==> src/rtl/mmio_pkg.sv <==
// Shared register map and field positions for the mmio_irq_ctrl register window.
package mmio_pkg;

    localparam logic [2:0] OFS_PENDING     = 3'd0;
    localparam logic [2:0] OFS_ENABLE      = 3'd1;
    localparam logic [2:0] OFS_ACTIVE_ID   = 3'd2;
    localparam logic [2:0] OFS_FIFO_DATA   = 3'd3;
    localparam logic [2:0] OFS_FIFO_STATUS = 3'd4;
    localparam int         NUM_REGS        = 5;

    localparam int ST_COUNT_W    = 16;
    localparam int ST_OVF_BIT    = 16;
    localparam int ST_FULL_BIT   = 17;
    localparam int ST_EMPTY_BIT  = 18;

    localparam int AID_VALID_BIT = 31;
    localparam int AID_W         = 4;

endpackage

==> src/rtl/sync_fifo.sv <==
// Synchronous FIFO with registered storage; a push while full is accepted only alongside a pop.
module sync_fifo #(
    parameter int DEPTH = 8,
    parameter int WIDTH = 8
) (
    input  logic                       clock,
    input  logic                       reset,
    input  logic                       i_push,
    input  logic                       i_pop,
    input  logic [WIDTH-1:0]           i_din,
    output logic [WIDTH-1:0]           o_dout,
    output logic                       o_full,
    output logic                       o_empty,
    output logic [$clog2(DEPTH):0]     o_count
);
    localparam int PTR_W = $clog2(DEPTH);
    localparam int CNT_W = PTR_W + 1;

    logic [WIDTH-1:0] r_mem [DEPTH];
    logic [PTR_W-1:0] r_wr_ptr, r_rd_ptr;
    logic [CNT_W-1:0] r_count;
    logic             w_do_push, w_do_pop;

    assign o_full    = (r_count == CNT_W'(DEPTH));
    assign o_empty   = (r_count == '0);
    assign o_count   = r_count;
    assign o_dout    = r_mem[r_rd_ptr];
    assign w_do_pop  = i_pop && !o_empty;
    assign w_do_push = i_push && (!o_full || w_do_pop);

    // Storage is not reset; the pointers alone define validity.
    always_ff @(posedge clock) begin
        if (w_do_push) r_mem[r_wr_ptr] <= i_din;
    end

    always_ff @(posedge clock or posedge reset) begin
        if (reset) begin
            r_wr_ptr <= '0;
            r_rd_ptr <= '0;
            r_count  <= '0;
        end else begin
            if (w_do_push) r_wr_ptr <= r_wr_ptr + PTR_W'(1);
            if (w_do_pop)  r_rd_ptr <= r_rd_ptr + PTR_W'(1);
            case ({w_do_push, w_do_pop})
                2'b10:   r_count <= r_count + CNT_W'(1);
                2'b01:   r_count <= r_count - CNT_W'(1);
                default: r_count <= r_count;
            endcase
        end
    end

endmodule

==> src/rtl/mmio_irq_ctrl.sv <==
// Memory-mapped interrupt controller with keyboard capture FIFO.
// IRQ_EDGE_DETECT_EN: treat irq_in as levels and set pending on rising edges only.
module mmio_irq_ctrl
    import mmio_pkg::*;
#(
    parameter int ADDR_W     = 17,
    parameter int DATA_W     = 32,
    parameter int NUM_IRQ    = 4,
    parameter int BASE_ADDR  = 6000,
    parameter int FIFO_DEPTH = 8,
    parameter int FIFO_W     = 8
) (
    input  logic               clock,
    input  logic               reset,
    input  logic               wren,
    input  logic               rden,
    input  logic [ADDR_W-1:0]  address,
    input  logic [DATA_W-1:0]  data,
    output logic [DATA_W-1:0]  q_data,
    input  logic [NUM_IRQ-1:0] irq_in,
    input  logic               fifo_push,
    input  logic [FIFO_W-1:0]  fifo_din,
    output logic               irq_out
);
    localparam int CNT_W = $clog2(FIFO_DEPTH) + 1;

    logic [DATA_W-1:0]  r_q_data;
    logic               r_irq_out;
    logic [NUM_IRQ-1:0] r_pend, r_en;
    logic               r_ovf;

    logic [ADDR_W-1:0]  w_ofs;
    logic [2:0]         w_sel;
    logic               w_hit, w_wr, w_rd;
    logic [NUM_IRQ-1:0] w_set, w_clr, w_act;
    logic [AID_W-1:0]   w_aid;
    logic               w_pop, w_full, w_empty, w_ovf_set, w_ovf_clr;
    logic [FIFO_W-1:0]  w_fifo_dout;
    logic [CNT_W-1:0]   w_count;
    logic [DATA_W-1:0]  w_rdata;
    logic               w_unused;

    assign w_ofs    = address - ADDR_W'(BASE_ADDR);
    assign w_hit    = (address >= ADDR_W'(BASE_ADDR)) && (w_ofs < ADDR_W'(NUM_REGS));
    assign w_sel    = w_ofs[2:0];
    assign w_wr     = wren && w_hit;
    assign w_rd     = rden && !wren;
    assign w_unused = ^data;

`ifdef IRQ_EDGE_DETECT_EN
    logic [NUM_IRQ-1:0] r_irq_d;
    always_ff @(posedge clock or posedge reset) begin
        if (reset) r_irq_d <= '0;
        else       r_irq_d <= irq_in;
    end
    assign w_set = irq_in & ~r_irq_d;
`else
    assign w_set = irq_in;
`endif

    assign w_clr = (w_wr && w_sel == OFS_PENDING) ? data[NUM_IRQ-1:0] : '0;
    assign w_act = r_pend & r_en;

    // Lowest-index active channel wins, so scan from the top down.
    always_comb begin
        w_aid = '0;
        for (int i = NUM_IRQ - 1; i >= 0; i--)
            if (w_act[i]) w_aid = AID_W'(i);
    end

    sync_fifo #(.DEPTH(FIFO_DEPTH), .WIDTH(FIFO_W)) u_fifo (
        .clock   (clock),
        .reset   (reset),
        .i_push  (fifo_push),
        .i_pop   (w_pop),
        .i_din   (fifo_din),
        .o_dout  (w_fifo_dout),
        .o_full  (w_full),
        .o_empty (w_empty),
        .o_count (w_count)
    );

    assign w_pop     = w_rd && w_hit && (w_sel == OFS_FIFO_DATA) && !w_empty;
    assign w_ovf_set = fifo_push && w_full && !w_pop;
    assign w_ovf_clr = w_wr && (w_sel == OFS_FIFO_STATUS) && data[ST_OVF_BIT];

    always_comb begin
        w_rdata = '0;
        if (w_hit) begin
            case (w_sel)
                OFS_PENDING: w_rdata[NUM_IRQ-1:0] = r_pend;
                OFS_ENABLE:  w_rdata[NUM_IRQ-1:0] = r_en;
                OFS_ACTIVE_ID: begin
                    if (|w_act) begin
                        w_rdata[AID_VALID_BIT] = 1'b1;
                        w_rdata[AID_W-1:0]     = w_aid;
                    end
                end
                OFS_FIFO_DATA: begin
                    if (w_empty) w_rdata[AID_VALID_BIT]  = 1'b1;
                    else         w_rdata[FIFO_W-1:0]     = w_fifo_dout;
                end
                OFS_FIFO_STATUS: begin
                    w_rdata[ST_COUNT_W-1:0] = ST_COUNT_W'(w_count);
                    w_rdata[ST_OVF_BIT]     = r_ovf;
                    w_rdata[ST_FULL_BIT]    = w_full;
                    w_rdata[ST_EMPTY_BIT]   = w_empty;
                end
                default: w_rdata = '0;
            endcase
        end
    end

    always_ff @(posedge clock or posedge reset) begin
        if (reset) begin
            r_q_data  <= '0;
            r_irq_out <= 1'b0;
            r_pend    <= '0;
            r_en      <= '1;
            r_ovf     <= 1'b0;
        end else begin
            if (w_rd) r_q_data <= w_rdata;
            r_irq_out <= |w_act;
            // Set wins over a same-cycle W1C.
            r_pend    <= (r_pend & ~w_clr) | w_set;
            if (w_wr && w_sel == OFS_ENABLE) r_en <= data[NUM_IRQ-1:0];
            r_ovf     <= w_ovf_set | (r_ovf & ~w_ovf_clr);
        end
    end

    assign q_data  = r_q_data;
    assign irq_out = r_irq_out;

endmodule

==> config.mk <==
export PLATFORM = sky130hd
export DESIGN_NAME = mmio_irq_ctrl
export DESIGN_NICKNAME = d
export VERILOG_FILES = /design/src/rtl/mmio_pkg.sv /design/src/rtl/sync_fifo.sv /design/src/rtl/mmio_irq_ctrl.sv
export SDC_FILE = /design/constraint.sdc
export NUM_CORES = 1
export LEC_CHECK = 0
export CAP_MARGIN = 20
export CORE_MARGIN = 4
export CORE_UTILIZATION = 40
export CTS_BUF_LIST = sky130_fd_sc_hd__clkbuf_8 sky130_fd_sc_hd__clkbuf_16
export DETAILED_ROUTE_END_ITERATION = 12
export GPL_TIMING_DRIVEN = 1
export PLACE_DENSITY = 0.69
export SYNTH_ARGS = -nofsm -noshare
export SYNTH_HDL_FRONTEND = slang
export SYNTH_SLANG_ARGS = --single-unit
==> constraint.sdc <==
create_clock -name clock -period 3.4 [get_ports clock]
set_clock_uncertainty 0.1 [all_clocks]
set_input_delay 0.68 -clock clock [delete_from_list [all_inputs] [get_ports clock]]
set_output_delay 0.68 -clock clock [all_outputs]
set_load 0.05 [all_outputs]
==> impl_metrics.tcl, run 1 <==
set metrics [dict create \
    status "finished, final reports clean" \
    antenna_left 0 \
    htreeDepth 3 \
    n_fill_cell 956 \
    criticalPathCategory "in2reg" \
    wl_per_cell_um 17.4 \
    routed_via_density 5.33 \
    yosys-top-cells-area "edfxtp_1, dfrtp_1, mux4_2, buf_4, mux2i_1" \
    crit_required_ns 3.34 \
    clk_latency_ns 0.34 \
    ys.warnings.count 0 \
    drt_iter0_drc 160 \
    max-vdd-ir-drop_v 0.000337 \
    num_rows 39 \
    synth_top_area_share 0.414 \
    routed_wl_mm 10.2 \
    dr.pass1.iters 4 \
    cts_inserted_buffers 9 \
    finalSetupViolCount 0 \
    critPathCapture "u_fifo.r_mem[3][7]" \
    ff2ff_setup_slack_ns 0.51 \
    yosysUniqueCellTypes 64 \
    fin_crit_ns 3.25 \
    grt_max_degree 33 \
    antenna_found_initial 0 \
    p_leak_nw 2.29 \
    hold_buffers 0 \
    r2r-start "u_fifo.o_count[1]" \
    r2r_end "u_fifo.o_count[3]" \
    holdWs_ns 0.385 \
    grt.overflow.total 0 \
    timing.critical_path.from_type "input pin" \
    final_max_slew_viol_count 0 \
    gp_congestion 0.849 \
    die-area_um2 13400 \
    layout_commonest_cell "edfxtp_1" \
    hold_path.class "reg2reg" \
    drive_above_1_share 0.251 \
    path_max_fanout 8 \
    place_hpwl_mm 6.87 \
    synthArstFlopShare 0.333 \
    grt_pass1_vias 3151 \
    cts_tree "yes" \
    fmax_ghz 0.308 \
    powerDensity_nw_per_um2 520 \
    cts-root-buf "clkbuf_16" \
    r2r_cells 12 \
    clkTransAtPathRegs_ns 0.07 \
    antenna-diode-count 0 \
    start_util 0.409 \
    pin_count 99 \
    critPathLaunch "address[4]" \
    endpoint_kind "flop" \
    io_buffers 51 \
    dieWidth_um 116 \
    cts_num_sinks 96 \
    grt_pass1_wl_mm 15.9 \
    ys_seq_elements 96 \
    syn-cell-area_um2 4650 \
    min-delay-start "q_data[16]" \
    clockBufferDepth 2 \
    grt_usage 0.154 \
    maxCapViolations 0 \
    seq_area_frac_synth 0.587 \
    nets 513 \
    die_h_um 116 \
    syn2layout_area_growth_pct 28.6 \
    timing.final.crit_share 0.956 \
    drc 0 \
    worstPathArrival_ns 3.19 \
    syn_area_per_cell_um2 13.5 \
    vias 3140 \
    max-slew-margin-rel 0.463 \
    most-common-layout-cells "edfxtp_1, buf_4, clkdlybuf4s50_1, nand2_1, dfrtp_1" \
    synth_top_cell_by_area "edfxtp_1" \
    ys.flop_type "edfxtp_1" \
    synth_cells 345 \
    worst_pin_slew_ns 0.805 \
    setup_tns_ns 0 \
    coreArea_um2 11400 \
    final_hold_viol_count 0 \
    synth_edf_count 64 \
]
-- layout make-up --
| type | count | area, µm² | share of cell area |
|---|---|---|---|
| clock buffer | 9 | 225 | 0.0377 |
| clock inverter | 7 | 77.6 | 0.0130 |
| inverter | 13 | 48.8 | 0.00817 |
| multi-input combinational | 220 | 1800 | 0.301 |
| sequential | 96 | 2730 | 0.456 |
| tap | 143 | 179 | 0.0299 |
| timing repair buffer | 101 | 917 | 0.153 |
-- through the flow --
stage	std cells	area, µm²	utilization	power [W]	worst slack, ns
floorplan	364	4730	-	0.00189	-0.282
global placement	570	5550	0.488	0.00209	-0.360
detailed placement	570	5550	0.488	0.00212	-0.448
CTS	587	5880	0.517	0.00311	0.00351
global route	589	5980	0.526	0.00326	-0.00712
finish	589	5980	0.526	0.00311	0.148
-- critical path: stages --
cell	delay, ns
clkdlybuf4s15_1	0.23
ha_4	0.20
buf_4	0.13
a21oi_2	0.24
o21ai_0	0.16
o22a_1	0.24
buf_4	0.17
nor4b_4	0.39
o21ai_4	0.14
nor4_1	0.33
buf_4	0.28
-- synthesized netlist by cell type, types with 3 or more instances --
master / number
edfxtp_1: 64
nand2_1: 30
dfrtp_1: 28
buf_4: 20
mux4_2: 16
o21ai_0: 16
mux2i_1: 14
inv_1: 13
nor2_1: 11
a21oi_1: 10
clkbuf_1: 9
a21o_1: 7
nand4_1: 7
nor4_1: 6
ha_1: 5
mux2_2: 5
nand3_1: 5
nor3_1: 5
o22ai_1: 5
xnor2_1: 5
dfstp_2: 4
buf_2: 3
nor2b_1: 3
nor3b_1: 3
o221ai_1: 3
-- flip-flops by register name (all words and copies together) (netlist names) --
register / cells
u_fifo.r_rd_ptr: 3
r_pend: 4
irq_out: 1
u_fifo.o_count: 4
q_data: 12
u_fifo.r_wr_ptr: 3
u_fifo.r_mem: 64
r_en: 4
r_ovf: 1
-- where the power goes --
group	internal, W	total (W)	switching (W)	leakage [nW]
clock	0.000519	0.000993	0.000474	0.137
combinational	0.000263	0.000612	0.000349	1.18
sequential	0.00140	0.00150	0.0000962	0.972
-- how the worst min path moves through the flow --
stage | to | cells after the start | slack, ns
global route | q_data[4] | 2 | 0.42
detailed placement | q_data[16] | 2 | 0.38
finish | q_data[16] | 2 | 0.39
global placement | q_data[31] | 2 | 0.37
CTS | q_data[16] | 2 | 0.39
floorplan | r_ovf | 2 | 0.37
-- per-layer routing --
metal,vias to the layer above,track usage,share of wire
met4,0,0.0541,0.022
met2,95,0.250,0.48
met3,20,0.0324,0.061
met5,-,0,0
li1,1486,-,-
met1,1539,0.205,0.44
-- timing repair --
action / CTS / global route
pin swaps: 4 / 7
endpoints found under the setup margin: 11 / 67
buffers inserted: 1 / 2
gates resized for setup: 7 / 21
-- cells by family after synthesis --
kind of cell	synth area share
DFF	0.587
and+or+nand+nor	0.102
AOI/OAI and AO/OA	0.100
buffers and inverters	0.0574
muxes	0.123
adders and majority gates	0.0178
xor gates and xnor gates	0.0113
other	0.000807
Power figures use the tool's default switching activity.
==> run 2: changes to the inputs <==
--- a/config.mk
+++ b/config.mk
@@ -5,12 +5,13 @@
 export SDC_FILE = /design/constraint.sdc
 export NUM_CORES = 1
 export LEC_CHECK = 0
-export CAP_MARGIN = 20
+export CAP_MARGIN = 40
 export CORE_MARGIN = 4
 export CORE_UTILIZATION = 40
 export CTS_BUF_LIST = sky130_fd_sc_hd__clkbuf_8 sky130_fd_sc_hd__clkbuf_16
 export DETAILED_ROUTE_END_ITERATION = 12
 export GPL_TIMING_DRIVEN = 1
+export MAX_ROUTING_LAYER = met4
 export PLACE_DENSITY = 0.69
 export SYNTH_ARGS = -nofsm -noshare
 export SYNTH_HDL_FRONTEND = slang
==> impl_metrics.tcl, run 2 (synthesized netlist as in run 1, its figures left out) <==
set metrics [dict create \
    r2r_end "u_fifo.o_count[3]" \
    min-delay-start "q_data[4]" \
    p_leak_nw 2.29 \
    final_util 0.526 \
    die-area_um2 13400 \
    gp_congestion 0.863 \
    syn2layout_area_growth_pct 28.6 \
    clkPwrFrac 0.320 \
    path_cells "clkdlybuf4s15_1 > ha_4 > buf_4 > a21oi_2 > o21ai_0 > o22a_1 > buf_4 > nor4b_4 > o21ai_4 > nor4_1 > buf_4" \
    critPathMostFrequentCell "buf_4" \
    r2r-start "u_fifo.o_count[1]" \
    timing.critical_path.from_type "input pin" \
    start_util 0.409 \
    die_h_um 116 \
    criticalPathCategory "in2reg" \
    path_max_fanout 8 \
    grt_pass1_vias 3152 \
    most-common-layout-cells "edfxtp_1, buf_4, clkdlybuf4s50_1, nand2_1, dfrtp_1" \
    power_frac_comb 0.197 \
    p_sw_w 0.000919 \
    p_int_w 0.00219 \
    cts_tree "yes" \
    fin_crit_ns 3.25 \
    grt_max_degree 33 \
    status "finished, final reports clean" \
    finalSetupViolCount 0 \
    final_max_slew_viol_count 0 \
    final_hold_viol_count 0 \
    wl_per_cell_um 17.4 \
    p_total_w 0.00311 \
    min_to "q_data[4]" \
    holdWs_ns 0.385 \
    routed_via_density 5.33 \
    coreArea_um2 11400 \
    dieWidth_um 116 \
    antenna_found_initial 0 \
    cp_slowest_stage_delay_ns 0.39 \
    maxUsedRoutingLayer "met4" \
    largest_reg_flops 64 \
    hold_path.class "reg2reg" \
    cts_num_sinks 96 \
    drive_above_1_share 0.251 \
    fmax_ghz 0.308 \
    met1_length_mm 4.52 \
    antenna_left 0 \
    cts-root-buf "clkbuf_16" \
    dr.pass1.iters 4 \
    place_hpwl_mm 6.87 \
    routed-wl-met3_um 591 \
    grt.overflow.total 0 \
    crit_required_ns 3.34 \
    powerDensity_nw_per_um2 520 \
    io_buffers 51 \
    regMostFlops "u_fifo.r_mem" \
    drc 0 \
    max-slew-margin-rel 0.463 \
    whs_path_depth 2 \
    wl_met2_mm 4.93 \
    endpoint_kind "flop" \
    ff2ff_setup_slack_ns 0.52 \
    timing.final.crit_share 0.955 \
    routed_wl_mm 10.2 \
    maxCapViolations 0 \
    worstPathArrival_ns 3.18 \
    worst_pin_slew_ns 0.805 \
    htreeDepth 3 \
    swShare 0.296 \
    antenna-diode-count 0 \
    grt_usage 0.158 \
    nets 513 \
    hold_buffers 0 \
    seqPwrFrac 0.483 \
    max-vdd-ir-drop_v 0.000337 \
    num_rows 39 \
    clkTransAtPathRegs_ns 0.07 \
    vias 3137 \
    r2r_cells 12 \
    layout_commonest_cell "edfxtp_1" \
    slowest_stage "nor4b_4" \
    pin_count 99 \
    clk_latency_ns 0.34 \
    clockBufferDepth 2 \
    grt_pass1_wl_mm 15.9 \
    setup_ws_ns 0.154 \
    drt_iter0_drc 160 \
    cts_inserted_buffers 9 \
    post-place-ws_ns -0.448 \
]
## run 2: cell counts in the layout (fill, tap and decap cells not counted)
No cell type changed its count.
## run 2: what timing repair did
action	CTS	global route
cloned	0	0
buffers inserted	1	2
resized for setup	7	21
setup endpoints to repair	11	67
pin swaps	4	7
## run 2: layout make-up
cell class              instances  area, µm²
flip-flops and latches         96       2730
clock inverters                 7       77.6
repair buffers                101        917
well taps                     143        179
multi-input cells             220       1800
inverters                      13       48.8
fillers                       956       5390
clock buffers                   9        225
## run 2: worst max-delay path by stage
stage / cells after the start / to / slack, ns / from
after floorplan: 8 / u_fifo.r_mem[0][0] / -0.28 / address[12]
after global placement: 14 / u_fifo.o_count[3] / -0.36 / address[5]
after detailed placement: 14 / u_fifo.o_count[3] / -0.45 / address[4]
after CTS: 14 / u_fifo.o_count[3] / 0.004 / address[8]
after global routing: 14 / u_fifo.o_count[3] / -0.007 / address[4]
final: 11 / u_fifo.r_mem[3][7] / 0.15 / address[4]
## run 2: per-layer routing
| layer | vias to the layer above | GRT usage |
|---|---|---|
| met4 | 0 | 0.0541 |
| met3 | 18 | 0.0313 |
| met2 | 100 | 0.250 |
| met1 | 1536 | 0.207 |
| li1 | 1483 | - |
| met5 | - | - |
## run 2: metrics by stage
| step | TNS, ns | cell area (µm²) | std cells |
|---|---|---|---|
| 2_1_floorplan | -10.47 | 4730 | 364 |
| 3_3_place_gp | -13.61 | 5550 | 570 |
| 3_5_place_dp | -17.65 | 5550 | 570 |
| 4_1_cts | 0 | 5880 | 587 |
| 5_1_grt | -0.00840 | 5980 | 589 |
| 6_report | 0 | 5980 | 589 |
## run 2: critical path, delay by kind of cell
family                     cells  cell delay, ns
adders and majority gates      1            0.20
AOI/OAI and AO/OA              4            0.77
and+or+nand+nor                2            0.72
buffers and inverters          4            0.81
## run 2: power by group through the flow
| stage | clock network, W | logic [W] | registers (W) |
|---|---|---|---|
| floorplan | 0 | 0.000410 | 0.00148 |
| global placement | 0 | 0.000580 | 0.00151 |
| detailed placement | 0 | 0.000598 | 0.00152 |
| CTS | 0.00101 | 0.000608 | 0.00150 |
| global route | 0.00107 | 0.000674 | 0.00152 |
| finish | 0.000992 | 0.000612 | 0.00150 |
